[config.mk]
export PLATFORM = sky130hd
export DESIGN_NAME = max_sub_block_16_flat
export DESIGN_NICKNAME = d
export VERILOG_FILES = /design/src/rtl/max_sub_block_16_if.sv /design/src/rtl/max_sub_block_16.sv /design/src/flat_wrapper.sv
export SDC_FILE = /design/constraint.sdc
export NUM_CORES = 1
export LEC_CHECK = 0
export ABC_AREA = 1
export BUFFER_PORTS_ARGS = -buffer_cell sky130_fd_sc_hd__buf_2
export CORE_ASPECT_RATIO = 0.75
export CORE_UTILIZATION = 23
export CTS_CLUSTER_DIAMETER = 60
export DETAILED_ROUTE_END_ITERATION = 8
export PLACE_DENSITY = 0.4
export SYNTH_ARGS = -nofsm -noshare
export SYNTH_HDL_FRONTEND = slang
export SYNTH_SLANG_ARGS = --single-unit
[constraint.sdc]
create_clock -name clock_i -period 4.6 [get_ports clock_i]
set_input_delay 0.23 -clock clock_i [delete_from_list [all_inputs] [get_ports clock_i]]
set_output_delay 0.23 -clock clock_i [all_outputs]
set_load 0.1 [all_outputs]
[src/rtl/max_sub_block_16_if.sv]
// Stream-in / exp-out bundle for the softmax max-subtract stage.
interface max_sub_block_16_if #(
  parameter int unsigned DATA_SIZE = 16
);
  logic                   s_axis_valid_i;
  logic                   s_axis_ready_o;
  logic                   s_axis_last_i;
  logic [2*DATA_SIZE-1:0] s_axis_data_i;
  logic [DATA_SIZE-1:0]   exp_data_o;
  logic                   exp_data_valid_o;
  logic                   exp_sub_2_done_o;
  logic [DATA_SIZE-1:0]   max_o;

  modport slave (
    input  s_axis_valid_i, s_axis_last_i, s_axis_data_i,
    output s_axis_ready_o, exp_data_o, exp_data_valid_o, exp_sub_2_done_o, max_o
  );

  modport master (
    output s_axis_valid_i, s_axis_last_i, s_axis_data_i,
    input  s_axis_ready_o, exp_data_o, exp_data_valid_o, exp_sub_2_done_o, max_o
  );
endinterface

[src/rtl/max_sub_block_16.sv]
// Buffers one signed 1.7.8 vector, tracks its max, then streams x_i - max
// (saturated) to the exp stage and pulses done one cycle after the last element.
module max_sub_block_16 #(
  parameter int unsigned data_size = 16,
  parameter int unsigned MAX_N     = 10
) (
  input logic               clock_i,
  input logic               reset_n_i,
  max_sub_block_16_if.slave axis
);

  localparam int unsigned CNT_W = $clog2(MAX_N + 1);
  localparam int unsigned DIF_W = data_size + 1;

  typedef enum logic [1:0] {IDLE, LOAD, SUB, DONE} state_t;

  state_t               state_q, state_d;
  logic [CNT_W-1:0]     count_q, count_d;
  logic [CNT_W-1:0]     idx_q, idx_d;
  logic [data_size-1:0] max_q, max_d;
  logic [data_size-1:0] data_q, data_d;
  logic                 ready_q, ready_d;
  logic                 valid_q, valid_d;
  logic                 done_q, done_d;
  logic [data_size-1:0] sample_buf_q [MAX_N];

  logic                 hs_c;
  logic                 wr_en_c;
  logic [data_size-1:0] sample_c;
  logic [data_size-1:0] cur_c;
  logic [DIF_W-1:0]     diff_c;
  logic                 unused_low;

  assign sample_c   = axis.s_axis_data_i[2*data_size-1:data_size];
  assign unused_low = ^axis.s_axis_data_i[data_size-1:0];
  assign hs_c       = axis.s_axis_valid_i & ready_q;
  assign cur_c      = sample_buf_q[idx_q];
  assign diff_c     = {cur_c[data_size-1], cur_c} - {max_q[data_size-1], max_q};

  // Next-state, datapath and registered-output decode
  always_comb begin
    state_d = state_q;
    count_d = count_q;
    idx_d   = idx_q;
    max_d   = max_q;
    data_d  = data_q;
    valid_d = 1'b0;
    done_d  = 1'b0;
    wr_en_c = 1'b0;
    case (state_q)
      IDLE: state_d = LOAD;
      LOAD: begin
        if (hs_c) begin
          wr_en_c = 1'b1;
          count_d = count_q + CNT_W'(1);
          if (count_q == '0)
            max_d = sample_c;
          else if ($signed(sample_c) > $signed(max_q))
            max_d = sample_c;
          if (axis.s_axis_last_i || (count_q == CNT_W'(MAX_N - 1)))
            state_d = SUB;
        end
      end
      SUB: begin
        // A 17-bit result below -32768 has bit16 set and bit15 clear
        if (diff_c[DIF_W-1] && !diff_c[DIF_W-2])
          data_d = {1'b1, {(data_size-1){1'b0}}};
        else
          data_d = diff_c[data_size-1:0];
        valid_d = 1'b1;
        idx_d   = idx_q + CNT_W'(1);
        if (idx_q == count_q - CNT_W'(1))
          state_d = DONE;
      end
      DONE: begin
        done_d  = 1'b1;
        count_d = '0;
        idx_d   = '0;
        state_d = LOAD;
      end
      default: state_d = IDLE;
    endcase
    // Ready only reasserts after a full cycle back in LOAD
    ready_d = (state_q == LOAD) && (state_d == LOAD);
  end

  always_ff @(posedge clock_i) begin
    if (!reset_n_i) begin
      state_q <= IDLE;
      count_q <= '0;
      idx_q   <= '0;
      max_q   <= '0;
      data_q  <= '0;
      ready_q <= 1'b0;
      valid_q <= 1'b0;
      done_q  <= 1'b0;
      for (int i = 0; i < int'(MAX_N); i++) sample_buf_q[i] <= '0;
    end else begin
      state_q <= state_d;
      count_q <= count_d;
      idx_q   <= idx_d;
      max_q   <= max_d;
      data_q  <= data_d;
      ready_q <= ready_d;
      valid_q <= valid_d;
      done_q  <= done_d;
      if (wr_en_c) sample_buf_q[count_q] <= sample_c;
    end
  end

  assign axis.s_axis_ready_o   = ready_q;
  assign axis.exp_data_o       = data_q;
  assign axis.exp_data_valid_o = valid_q;
  assign axis.exp_sub_2_done_o = done_q;
  assign axis.max_o            = max_q;

endmodule

[src/flat_wrapper.sv]
// flat-port wrapper written by rule: the top's interface ports become plain ports
module max_sub_block_16_flat 
#(
  parameter int unsigned data_size = 16,
  parameter int unsigned MAX_N     = 10
)
  (clock_i, reset_n_i, axis_s_axis_valid_i, axis_s_axis_last_i, axis_s_axis_data_i, axis_s_axis_ready_o, axis_exp_data_o, axis_exp_data_valid_o, axis_exp_sub_2_done_o, axis_max_o);
  max_sub_block_16_if #(.DATA_SIZE(16)) axis_i ();
  input logic clock_i;
  input logic reset_n_i;
  input wire logic [$bits(axis_i.s_axis_valid_i)-1:0] axis_s_axis_valid_i;
  input wire logic [$bits(axis_i.s_axis_last_i)-1:0] axis_s_axis_last_i;
  input wire logic [$bits(axis_i.s_axis_data_i)-1:0] axis_s_axis_data_i;
  output wire logic [$bits(axis_i.s_axis_ready_o)-1:0] axis_s_axis_ready_o;
  output wire logic [$bits(axis_i.exp_data_o)-1:0] axis_exp_data_o;
  output wire logic [$bits(axis_i.exp_data_valid_o)-1:0] axis_exp_data_valid_o;
  output wire logic [$bits(axis_i.exp_sub_2_done_o)-1:0] axis_exp_sub_2_done_o;
  output wire logic [$bits(axis_i.max_o)-1:0] axis_max_o;
  assign axis_i.s_axis_valid_i = axis_s_axis_valid_i;
  assign axis_i.s_axis_last_i = axis_s_axis_last_i;
  assign axis_i.s_axis_data_i = axis_s_axis_data_i;
  assign axis_s_axis_ready_o = axis_i.s_axis_ready_o;
  assign axis_exp_data_o = axis_i.exp_data_o;
  assign axis_exp_data_valid_o = axis_i.exp_data_valid_o;
  assign axis_exp_sub_2_done_o = axis_i.exp_sub_2_done_o;
  assign axis_max_o = axis_i.max_o;
  max_sub_block_16 #(.data_size(data_size), .MAX_N(MAX_N)) u_core (.clock_i(clock_i), .reset_n_i(reset_n_i), .axis(axis_i));
endmodule
==> metrics.yaml, run 1 <==
outcome: "finished clean"
wl_per_cell_um: 19.0
drive_gt1_share_pct: 11.3
hpwlAfterDp_um: 29900
cts_buffers: 34
row_count: 79
clock-sinks: 305
viasPerCell: 4.47
worstPathArrival_ns: 4.10
finalSetupTns_ns: 0
hp-start: "axis_s_axis_data_i[22]"
firstDrtPassIters: 5
regArea_um2: 8670
ios: 71
hold_path_depth: 3
finish.instance_area_um2: 16900
synth_cell_types: 42
fin_crit_ns: 3.74
dieArea_um2: 64000
grt_setup_unrepaired: "no"
grt_pass1_vias: 10200
combPwrFrac_pct: 29.3
tightest_slew_ns: 1.18
period_share_pct: 81.3
worst-path-max-fanout: 44
ys_async_sr_fraction_pct: 0
vias: 10400
netSwitchingFraction_pct: 35.3
whs_ns: 0.112
r2r_slack_ns: 0.86
synth_xor_area_share_pct: 0.423
synth_top_family_by_area: "simple AND/OR/NAND/NOR gates"
preCtsSetupSlack_ns: 0.811
wl_um: 44000
cts-root-buf: "clkbuf_16"
nets: 1562
holdBufCountCts: 0
postPlaceCellArea_um2: 15900
hold_path_end: "u_core.sample_buf_q[0][6]"
grt_pass1_wl_um: 65600
peakVddDrop_mv: 0.205
finalHoldViolCount: 0
start_util_pct: 23.3
slew_violations: 0
multi_input_area_um2: 4920
routabilityCongestion: 0.842
track_usage_pct: 13.8
synth_fp_nets: 1503
antennaDiodeCount: 0
worst_slack_ns: 0.860
p_switching_mw: 2.93
powerDensity_nw_per_um2: 490
ys_ff_latch: 305
synthesis.area_um2: 14500
clk_pin_slew_ns: 0.06
synth_edf_count: 256
post_cts_buffers: 0
grt_max_degree: 63
slew_headroom_pct: 21.4
clock_path_buffers: 3
io_buffers: 54
die_x_um: 292
synth-adder-area-share_pct: 3.59
drc: 0
critPathLaunchType: "flop"
synth-simple-area-share_pct: 13.7
hold_path_class: "in -> reg"
synth-compound-area-share_pct: 11.6
cts_tree: "yes"
antenna_found_initial: 0
fillers: 6556
drv_cap: 0
cp_data_required_time_ns: 4.96
fmax_mhz: 267
rr_worst_depth: 18
synth.avg_cell_area_um2: 10.2
drt_iter0_markers: 707
p_clk_share_pct: 32.1
yosys_warnings: 0
pwr-share-seq_pct: 38.6
r2r_end: "u_core.axis.exp_data_o[6]"
worst_setup_path_end_kind: "flop"
fin_skew_ns: 0.0167
yosysSeqAreaShare_pct: 59.8
areaGrowthSynthToFinish_pct: 16.9
power.leakage_nw: 6.18
clk_latency_ns: 0.53
cts_htree_levels: 2
syn_inst: 1426
crit_type: "reg -> reg"
die_y_um: 219
finalSetupViolations: 0
internal_power_mw: 5.37
detail-route-antenna-nets: 0
dominantRegCellSynth: "edfxtp_1"
core_um2: 62200
yosys-mux-area-fraction_pct: 4.42
cts_resized: 0
grt_overflow_total: 0
## registers in the layout, summed over array words and instances (netlist names), named ones only
| register | cells |
|---|---|
| u_core.axis.exp_data_o | 16 |
| u_core.axis.exp_data_valid_o | 1 |
| u_core.axis.exp_sub_2_done_o | 1 |
| u_core.axis.max_o | 16 |
| u_core.axis.s_axis_ready_o | 1 |
| u_core.count_q | 4 |
| u_core.idx_q | 4 |
| u_core.sample_buf_q | 256 |
| u_core.state_q | 2 |
## routing by layer
metal	GRT usage, %	vias up	wire [µm]
li1	-	5030	-
met1	21.0	5084	22900
met2	20.3	201	18500
met3	2.00	50	1900
met4	2.95	0	704
met5	0	-	0
## metrics by stage
stage          power (mW)  util, %  std cells
5_1_grt              8.76     27.2       2318
6_report             8.29     27.2       2318
2_1_floorplan        5.03        -       1426
3_3_place_gp         5.70     25.6       2259
4_1_cts              8.38     27.2       2318
3_5_place_dp         5.69     25.6       2259
## power by group through the flow
stage | logic (mW) | clock network (mW) | registers, mW
6_report | 2.43 | 2.66 | 3.20
5_1_grt | 2.70 | 2.84 | 3.22
4_1_cts | 2.44 | 2.74 | 3.21
3_5_place_dp | 2.42 | 0 | 3.27
3_3_place_gp | 2.43 | 0 | 3.26
2_1_floorplan | 1.51 | 0 | 3.51
## layout by cell type (no fill, tap or decap), drive strengths merged, types with 40 or more instances in the layout
cell / count
nor2: 231
clkbuf: 47
inv: 164
dfxtp: 49
o211ai: 64
a21oi: 124
mux2i: 64
buf: 95
nand3: 60
edfxtp: 256
o21ai: 96
ha: 40
nand2: 169
## worst max-delay path, cell delays in order, from the launching register on
cell and delay [ns]:
dfxtp_4 0.78, buf_12 0.29, a21oi_1 0.09, o21ai_0 0.09, o21ai_0 0.14, o211ai_1 0.35
nand2_1 0.17, ha_1 0.44, nand2_1 0.08, inv_1 0.12, nand3_1 0.11, nor3_1 0.16
nand2_1 0.10, nand2_1 0.07, nand2_1 0.05, nand2_1 0.10, nand2_2 0.20, nand2_1 0.13
a21oi_1 0.06
## final cells by class
cell class	count	share of cell area (%)
sequential	305	51.2
multi-input combinational	887	29.1
tap	810	5.98
clock buffer	47	5.69
timing repair buffer	95	3.93
inverter	162	3.59
clock inverter	12	0.517
## worst max path at each step
stage | end | slack, ns | cells past startpoint
after global placement | u_core.axis.exp_data_o[14] | 0.80 | 18
after detailed placement | u_core.axis.exp_data_o[14] | 0.81 | 18
after global routing | u_core.axis.exp_data_o[13] | 0.34 | 17
final | u_core.axis.exp_data_o[6] | 0.86 | 18
after CTS | u_core.axis.exp_data_o[14] | 0.78 | 18
after floorplan | u_core.sample_buf_q[10][0] | 0.71 | 7
## cells by family (layout without fill, tap and decap cells)
kind of cell               after synthesis  after routing
and+or+nand+nor                        478            478
DFF                                    305            305
AOI/OAI and AO/OA                      297            297
buffers and inverters                  234            316
muxes                                   64             64
adders and majority gates               41             41
xor gates and xnor gates                 7              7
## synthesized netlist by cell type, types with 5 or more instances
master    count  area (µm²)
edfxtp_1    256        7690
o211ai_1     64         480
dfxtp_1      49         981
buf_2        17        85.1
ha_1         40         500
o21ai_0      93         465
buf_1         9        33.8
nor3_1        6        30.0
clkbuf_1     40         150
inv_1       157         589
mux2i_1      64         641
nor2_1      226         848
nand2_1     163         612
nand2_2       6        37.5
inv_2         5        18.8
a21oi_1     124         621
nand3_1      59         295
(Power assumes the default switching activity.)
==> run 2: changes to the inputs <==
--- a/config.mk
+++ b/config.mk
@@ -5,13 +5,13 @@
 export SDC_FILE = /design/constraint.sdc
 export NUM_CORES = 1
 export LEC_CHECK = 0
-export ABC_AREA = 1
+export ABC_AREA = 0
 export BUFFER_PORTS_ARGS = -buffer_cell sky130_fd_sc_hd__buf_2
 export CORE_ASPECT_RATIO = 0.75
 export CORE_UTILIZATION = 23
 export CTS_CLUSTER_DIAMETER = 60
 export DETAILED_ROUTE_END_ITERATION = 8
-export PLACE_DENSITY = 0.4
+export PLACE_DENSITY = 0.41
 export SYNTH_ARGS = -nofsm -noshare
 export SYNTH_HDL_FRONTEND = slang
 export SYNTH_SLANG_ARGS = --single-unit
==> constraint.sdc (replaced) <==
create_clock -name clock_i -period 3.17 [get_ports clock_i]
set_input_delay 0.1585 -clock clock_i [delete_from_list [all_inputs] [get_ports clock_i]]
set_output_delay 0.1585 -clock clock_i [all_outputs]
set_load 0.1 [all_outputs]
==> run 2 against run 1 <==
The run now ends with setup timing left. Clock power increased by 43%. Die area decreased by 4.6%. Clock-buffer cell count decreased by 11. Global-route usage increased by 0.46 points. Sequential power increased by 42%. Via count decreased by 14%. Synthesized cell count decreased by 33%. First-iteration DRC count increased by 11%. Sequential cell count unchanged. Total power increased by 35%. Area after synthesis decreased by 4.6%. Worst setup slack got worse by 1.3 ns. Largest cell class unchanged. Largest power group unchanged. Highest routed layer unchanged.
==> metrics.yaml, run 2 <==
outcome: "finished, violations left"
violations: "setup timing"
cts_tree: "yes"
synth-compound-area-share_pct: 5.10  # -6.5 points
fillers: 5937  # -9.4%
grt_pass1_wl_um: 63300  # -3.5%
synth_cell_types: 55  # +31%
rr_worst_depth: 13  # -5
finalSetupViolations: 16  # +16
firstDrtPassIters: 5  # unchanged
final_common_cell: "edfxtp_1"
detail-route-antenna-nets: 0  # unchanged
core_um2: 59200  # -4.9%
synth.most_common_cell: "edfxtp_1"
yosysTopAreaCell: "edfxtp_1"
worst-path-max-fanout: 6  # -86%
fin_crit_ns: 3.57  # -0.169 ns
grt_pass1_vias: 9044  # -12%
cts_buffers: 31  # -8.8%
wl_per_cell_um: 22.5  # +19%
pwr-share-seq_pct: 40.6  # +2.0 points
worst_slack_ns: -0.401  # -1.26 ns
slew_headroom_pct: 34.1  # +13 points
die_x_um: 285  # -2.3%
peakVddDrop_mv: 0.413  # +100%
crit_type: "reg -> reg"
cp_top_family: "multiplexers"
grt_setup_unrepaired: "yes"
synthesis.area_um2: 13800  # -4.6%
slowest_stage: "mux4_2"
routabilityCongestion: 0.782  # -7.1%
cp_data_required_time_ns: 3.69  # -1.27 ns
grt_max_degree: 38  # -40%
finalHoldViolCount: 0  # unchanged
cts_htree_levels: 1  # -1
worstPathArrival_ns: 4.09  # about the same
hpwlAfterDp_um: 29100  # -2.6%
powerDensity_nw_per_um2: 638  # +30%
antenna_found_initial: 1  # +1
r2r_slack_ns: -0.40  # -1.26 ns
dieArea_um2: 61100  # -4.6%
synthTopCellsByArea: "edfxtp_1, mux4_2, dfxtp_1"
drc: 0  # unchanged
worst_setup_path_end_kind: "flop"
critPathLaunchType: "flop"
whs_ns: 0.0471  # -0.0650 ns
synth_xor_area_share_pct: 1.01  # +0.59 points
internal_power_mw: 7.98  # +49%
synth_fp_nets: 1030  # -31%
ys_ff_latch: 305  # unchanged
drt_iter0_markers: 787  # +11%
wl_um: 43800  # -0.43%
synth.avg_cell_area_um2: 14.5  # +43%
slowest_delay_ns: 0.54  # -0.24 ns
vias: 8930  # -14%
yosysSeqAreaShare_pct: 62.7  # +2.9 points
synth-adder-area-share_pct: 3.77  # +0.17 points
period_share_pct: 113  # +31 points
combPwrFrac_pct: 25.5  # -3.8 points
fin_skew_ns: 0.0139  # -0.00280 ns
r2r_end: "u_core.axis.exp_data_o[10]"
drv_cap: 0  # unchanged
final_cell_mix: "edfxtp_1, nor2_1, buf_4"
slew_violations: 0  # unchanged
clk_pin_slew_ns: 0.06  # about the same
io_buffers: 54  # unchanged
netSwitchingFraction_pct: 29.0  # -6.3 points
synth_top_family_by_area: "multiplexers"
tightest_slew_ns: 0.987  # -0.189 ns
antennaDiodeCount: 0  # unchanged
synth_edf_count: 256  # unchanged
crit_chain: "buf_12 -> buf_12 -> buf_4 -> mux4_2 -> mux4_2 -> ha_4 -> nand4_1 -> a21oi_4 -> o21ai_0 -> a21o_1 -> mux2i_2 -> buf_6 -> a32o_1"
clk_latency_ns: 0.58  # +0.05 ns
preCtsSetupSlack_ns: -0.632  # -1.44 ns
largest_register_ffs: 256  # unchanged
syn_inst: 953  # -33%
drive_gt1_share_pct: 31.2  # +20 points
start_util_pct: 23.4  # +0.058 points
synth_common_cells: "edfxtp_1, nor2_1, mux4_2"
hold_path_class: "in -> reg"
hold_path_depth: 4  # +1
dominantRegCellSynth: "edfxtp_1"
hp-start: "axis_s_axis_data_i[29]"
yosys_warnings: 0  # unchanged
die_y_um: 214  # -2.3%
p_switching_mw: 3.25  # +11%
ios: 71  # unchanged
p_clk_share_pct: 33.9  # +1.8 points
fmax_mhz: 280  # +4.7%
viasPerCell: 4.59  # +2.6%
regMostFlops: "u_core.sample_buf_q"
clock_path_buffers: 3  # unchanged
row_count: 77  # -2.5%
crit_buf_inv: 4  # +2
synth-simple-area-share_pct: 9.93  # -3.8 points
areaGrowthSynthToFinish_pct: 27.4
synth_top_area_share_pct: 55.6  # +2.6 points
grt_overflow_total: 0  # unchanged
nets: 1210  # -23%
clock-sinks: 305  # unchanged
track_usage_pct: 14.2  # +0.46 points
cts-root-buf: "clkbuf_16"
power.leakage_nw: 6.05  # -2.1%
hold_path_end: "u_core.axis.max_o[13]"
yosys-mux-area-fraction_pct: 14.6  # +10 points
ys_async_sr_fraction_pct: 0  # unchanged
[run 2: cell types whose count changed in the layout (fill, tap and decap cells not counted), sizes merged, moves of 11 or more]
cell,previous run,this run
clkbuf,47,36
o21ai,96,12
mux2i,64,19
nand3,60,11
and3,2,35
buf,95,185
dlygate4sd3,0,13
o211ai,64,4
mux4,0,80
a21oi,124,22
inv,164,45
nand2,169,76
nor2,231,135
[run 2: metrics by stage]
stage / std cells / total power, mW / setup TNS (ns) / cell area, µm² / util [%]
final: 1947 / 11.2 / -5.48 / 17600 / 29.8
after global routing: 1947 / 11.7 / -7.51 / 17600 / 29.8
after CTS: 1940 / 11.2 / -5.78 / 17500 / 29.5
after detailed placement: 1855 / 7.09 / -8.56 / 15900 / 26.9
after global placement: 1855 / 7.09 / -8.15 / 15900 / 26.9
after floorplan: 953 / 6.35 / -27.93 / 14000 / -
[run 2: timing repair]
action,4_1_cts,5_1_grt
setup buffers,14,6
hold endpoints to repair,28,0
pin swaps,16,13
setup endpoints to repair,16,16
cloned,2,1
gates resized for setup,39,20
hold buffers,13,0
[run 2: power by group through the flow]
| stage | Sequential [mW] | Combinational [mW] | Clock, mW |
|---|---|---|---|
| finish | 4.56 | 2.87 | 3.80 |
| global route | 4.57 | 3.05 | 4.04 |
| CTS | 4.56 | 2.77 | 3.90 |
| detailed placement | 4.64 | 2.45 | 0 |
| global placement | 4.64 | 2.45 | 0 |
| floorplan | 4.99 | 1.36 | 0 |
[run 2: worst max-delay path by stage]
stage | endpoint | slack [ns] | cells after the start
floorplan | u_core.sample_buf_q[12][0] | -0.42 | 7
global placement | u_core.axis.exp_data_o[10] | -0.59 | 10
detailed placement | u_core.axis.exp_data_o[10] | -0.63 | 13
CTS | u_core.axis.exp_data_o[10] | -0.42 | 13
global route | u_core.axis.exp_data_o[10] | -0.53 | 13
finish | u_core.axis.exp_data_o[10] | -0.40 | 13
[run 2: cells by family (layout without fill, tap and decap cells)]
group / count (synthesis) / count (layout)
flip-flops: 305 / 305
XOR/XNOR: 16 / 16
AO/OA/AOI/OAI: 93 / 93
adder cells (fa/ha/maj): 41 / 41
AND/OR/NAND/NOR: 302 / 302
multiplexers: 100 / 100
buffers and inverters: 96 / 300
[run 2: metal layers]
| metal | wire length, µm | track usage (%) | vias to the layer above |
|---|---|---|---|
| met5 | 0 | 0 | - |
| li1 | - | - | 3961 |
| met1 | 22500 | 22.5 | 4666 |
| met4 | 1120 | 3.78 | 0 |
| met2 | 18000 | 19.8 | 238 |
| met3 | 2190 | 2.05 | 65 |
[run 2: layout make-up]
cell class,count,area [µm²],area share [%]
tap,790,988,5.61
timing repair buffer,199,1680,9.56
clock inverter,21,229,1.30
multi-input combinational,552,5080,28.8
sequential,305,8680,49.3
inverter,44,165,0.938
clock buffer,36,795,4.51
[run 2: worst reg2reg max path, cell delays in order (launching register included)]
cell     delay (ns)
dfxtp_4        0.42
buf_12         0.16
buf_12         0.14
buf_4          0.12
mux4_2         0.49
mux4_2         0.54
ha_4           0.34
nand4_1        0.16
a21oi_4        0.23
o21ai_0        0.16
a21o_1         0.19
mux2i_2        0.23
buf_6          0.18
a32o_1         0.16
==> run 3: changes to the inputs <==
--- a/config.mk
+++ b/config.mk
@@ -5,8 +5,7 @@
 export SDC_FILE = /design/constraint.sdc
 export NUM_CORES = 1
 export LEC_CHECK = 0
-export ABC_AREA = 0
-export BUFFER_PORTS_ARGS = -buffer_cell sky130_fd_sc_hd__buf_2
+export BUFFER_PORTS_ARGS = -buffer_cell sky130_fd_sc_hd__buf_4
 export CORE_ASPECT_RATIO = 0.75
 export CORE_UTILIZATION = 23
 export CTS_CLUSTER_DIAMETER = 60
==> run 3 against run 2 <==
The flow still finishes with violations (setup timing). Maximum frequency is 0.70% higher. Largest cell class unchanged. Critical path type unchanged. Utilization is 0.074 points higher. Critical endpoint is now u_core.axis.exp_data_o[7]. First-iteration DRC count is 14% lower.
==> metrics.yaml, run 3 (synthesized netlist as in run 2, its figures left out) <==
slew_violations: 0  # unchanged
final_util_pct: 29.8  # +0.074 points
clock_path_buffers: 3  # unchanged
grt_pass1_vias: 9068  # +0.27%
fillers: 5985  # +0.81%
period_share_pct: 112  # -0.79 points
wl_per_cell_um: 22.6  # +0.66%
nets: 1216  # +0.50%
grt_overflow_total: 0  # unchanged
cp_data_required_time_ns: 3.59  # -0.10 ns
violations: "setup timing"
hp-start: "axis_s_axis_last_i"
hold_path_depth: 5  # +1
r2r_end: "u_core.axis.exp_data_o[7]"
clock-sinks: 305  # unchanged
clk_pin_slew_ns: 0.06  # about the same
hpwlAfterDp_um: 29200  # +0.38%
worst-path-max-fanout: 5  # -1
die_x_um: 285  # unchanged
firstDrtPassIters: 7  # +2
clk_latency_ns: 0.53  # -0.05 ns
slew_headroom_pct: 60.8  # +27 points
slowest_stage: "mux4_2"
die_y_um: 214  # unchanged
crit_type: "reg -> reg"
final_cell_count_no_fill: 1952  # +0.26%
dp.cells: 1859  # +0.22%
slowest_delay_ns: 0.51  # -0.03 ns
finalHoldViolCount: 0  # unchanged
postPlaceCellArea_um2: 16100  # +0.96%
drc: 0  # unchanged
largest_register_ffs: 256  # unchanged
cts-root-buf: "clkbuf_16"
powerDensity_nw_per_um2: 636  # -0.29%
crit_chain: "buf_12 -> buf_6 -> buf_4 -> mux4_2 -> mux4_2 -> ha_1 -> nor2b_2 -> o2111ai_2 -> a21o_1 -> a31oi_4 -> buf_4 -> buf_6 -> nor2_2 -> o41ai_1"
cts_htree_levels: 2  # +1
r2r_slack_ns: -0.38  # +0.02 ns
fin_skew_ns: 0.00933  # -0.00452 ns
hold_path_end: "u_core.state_q[1]"
finalSetupViolations: 16  # unchanged
routabilityCongestion: 0.802  # +2.5%
power.leakage_nw: 6.07  # +0.36%
drive_gt1_share_pct: 31.2  # +0.038 points
final_common_cell: "edfxtp_1"
cts_tree: "yes"
ios: 71  # unchanged
peakVddDrop_mv: 0.387  # -6.4%
drt_iter0_markers: 673  # -14%
critPathLaunchType: "flop"
start_util_pct: 23.4  # unchanged
rr_worst_depth: 14  # +1
final_cell_mix: "edfxtp_1, buf_4, nor2_1"
cts_buffers: 34  # +9.7%
finish.instance_area_um2: 17700  # +0.25%
core_um2: 59200  # unchanged
wl_um: 44200  # +0.92%
grt_setup_unrepaired: "yes"
vias: 8846  # -0.94%
viasPerCell: 4.53  # -1.2%
drv_cap: 0  # unchanged
track_usage_pct: 14.4  # +0.19 points
grt_max_degree: 57  # +50%
fmax_mhz: 282  # +0.70%
regMostFlops: "u_core.sample_buf_q"
row_count: 77  # unchanged
dieArea_um2: 61100  # unchanged
worst_setup_path_end_kind: "flop"
hold_path_class: "in -> reg"
io_buffers: 54  # unchanged
areaGrowthSynthToFinish_pct: 27.8
outcome: "finished, violations left"
tightest_slew_ns: 0.588  # -0.399 ns
detail-route-antenna-nets: 0  # unchanged
antennaDiodeCount: 0  # unchanged
grt_pass1_wl_um: 64000  # +0.98%
fin_crit_ns: 3.55  # -0.0249 ns
worstPathArrival_ns: 3.97  # -0.12 ns
antenna_found_initial: 0  # -1
worst_slack_ns: -0.376  # +0.0249 ns
-- run 3: timing repair --
item,4_1_cts,5_1_grt
gates resized for setup,24,12
buffers inserted,9,7
setup endpoints to repair,16,16
hold endpoints to repair,24,0
gates cloned,1,1
hold buffers,16,0
pin swaps,9,9
-- run 3: metal layers --
layer,routed length (µm),global-route usage [%]
met5,0,0
met4,850,3.39
met3,2390,3.02
met2,18800,20.7
met1,22200,21.9
-- run 3: cell type report --
class,instances,area [µm²],share of cell area (%)
clock buffer,43,916,5.19
tap,790,988,5.60
timing repair buffer,202,1800,10.2
multi-input combinational,552,4990,28.2
inverter,44,165,0.935
sequential,305,8670,49.1
clock inverter,16,121,0.687
-- run 3: power breakdown --
part	internal (mW)	total (mW)	switching, mW
registers	4.47	4.55	0.0766
clock network	2.14	3.82	1.68
logic	1.33	2.86	1.53
total	7.94	11.2	3.29
-- run 3: worst max-delay path by stage --
stage	start	end	cells past startpoint
6_report	flop	u_core.axis.exp_data_o[7]	14
5_1_grt	flop	u_core.axis.exp_data_o[15]	14
4_1_cts	flop	u_core.axis.exp_data_o[11]	15
3_5_place_dp	flop	u_core.axis.exp_data_o[15]	13
3_3_place_gp	flop	u_core.axis.exp_data_o[15]	13
2_1_floorplan	u_core.axis.s_axis_ready_o	u_core.sample_buf_q[12][0]	7
-- run 3: critical path: cells and delay by family (launching register included) --
family	cells	cell delay (ns)
AOI/OAI and AO/OA	4	0.96
adders and majority gates	1	0.28
muxes	2	1.01
and+or+nand+nor	2	0.24
buffers and inverters	5	0.58
DFF	1	0.36
-- run 3: through the flow --
step           setup TNS (ns)  setup slack [ns]  total power, mW  hold WS, ns
2_1_floorplan          -27.93            -0.420             6.35        0.301
3_3_place_gp            -8.78            -0.610             7.18        0.457
3_5_place_dp            -9.16            -0.642             7.18        0.468
4_1_cts                 -6.07            -0.424             11.2        0.175
5_1_grt                 -7.72            -0.510             11.7        0.217
6_report                -5.60            -0.376             11.2        0.186
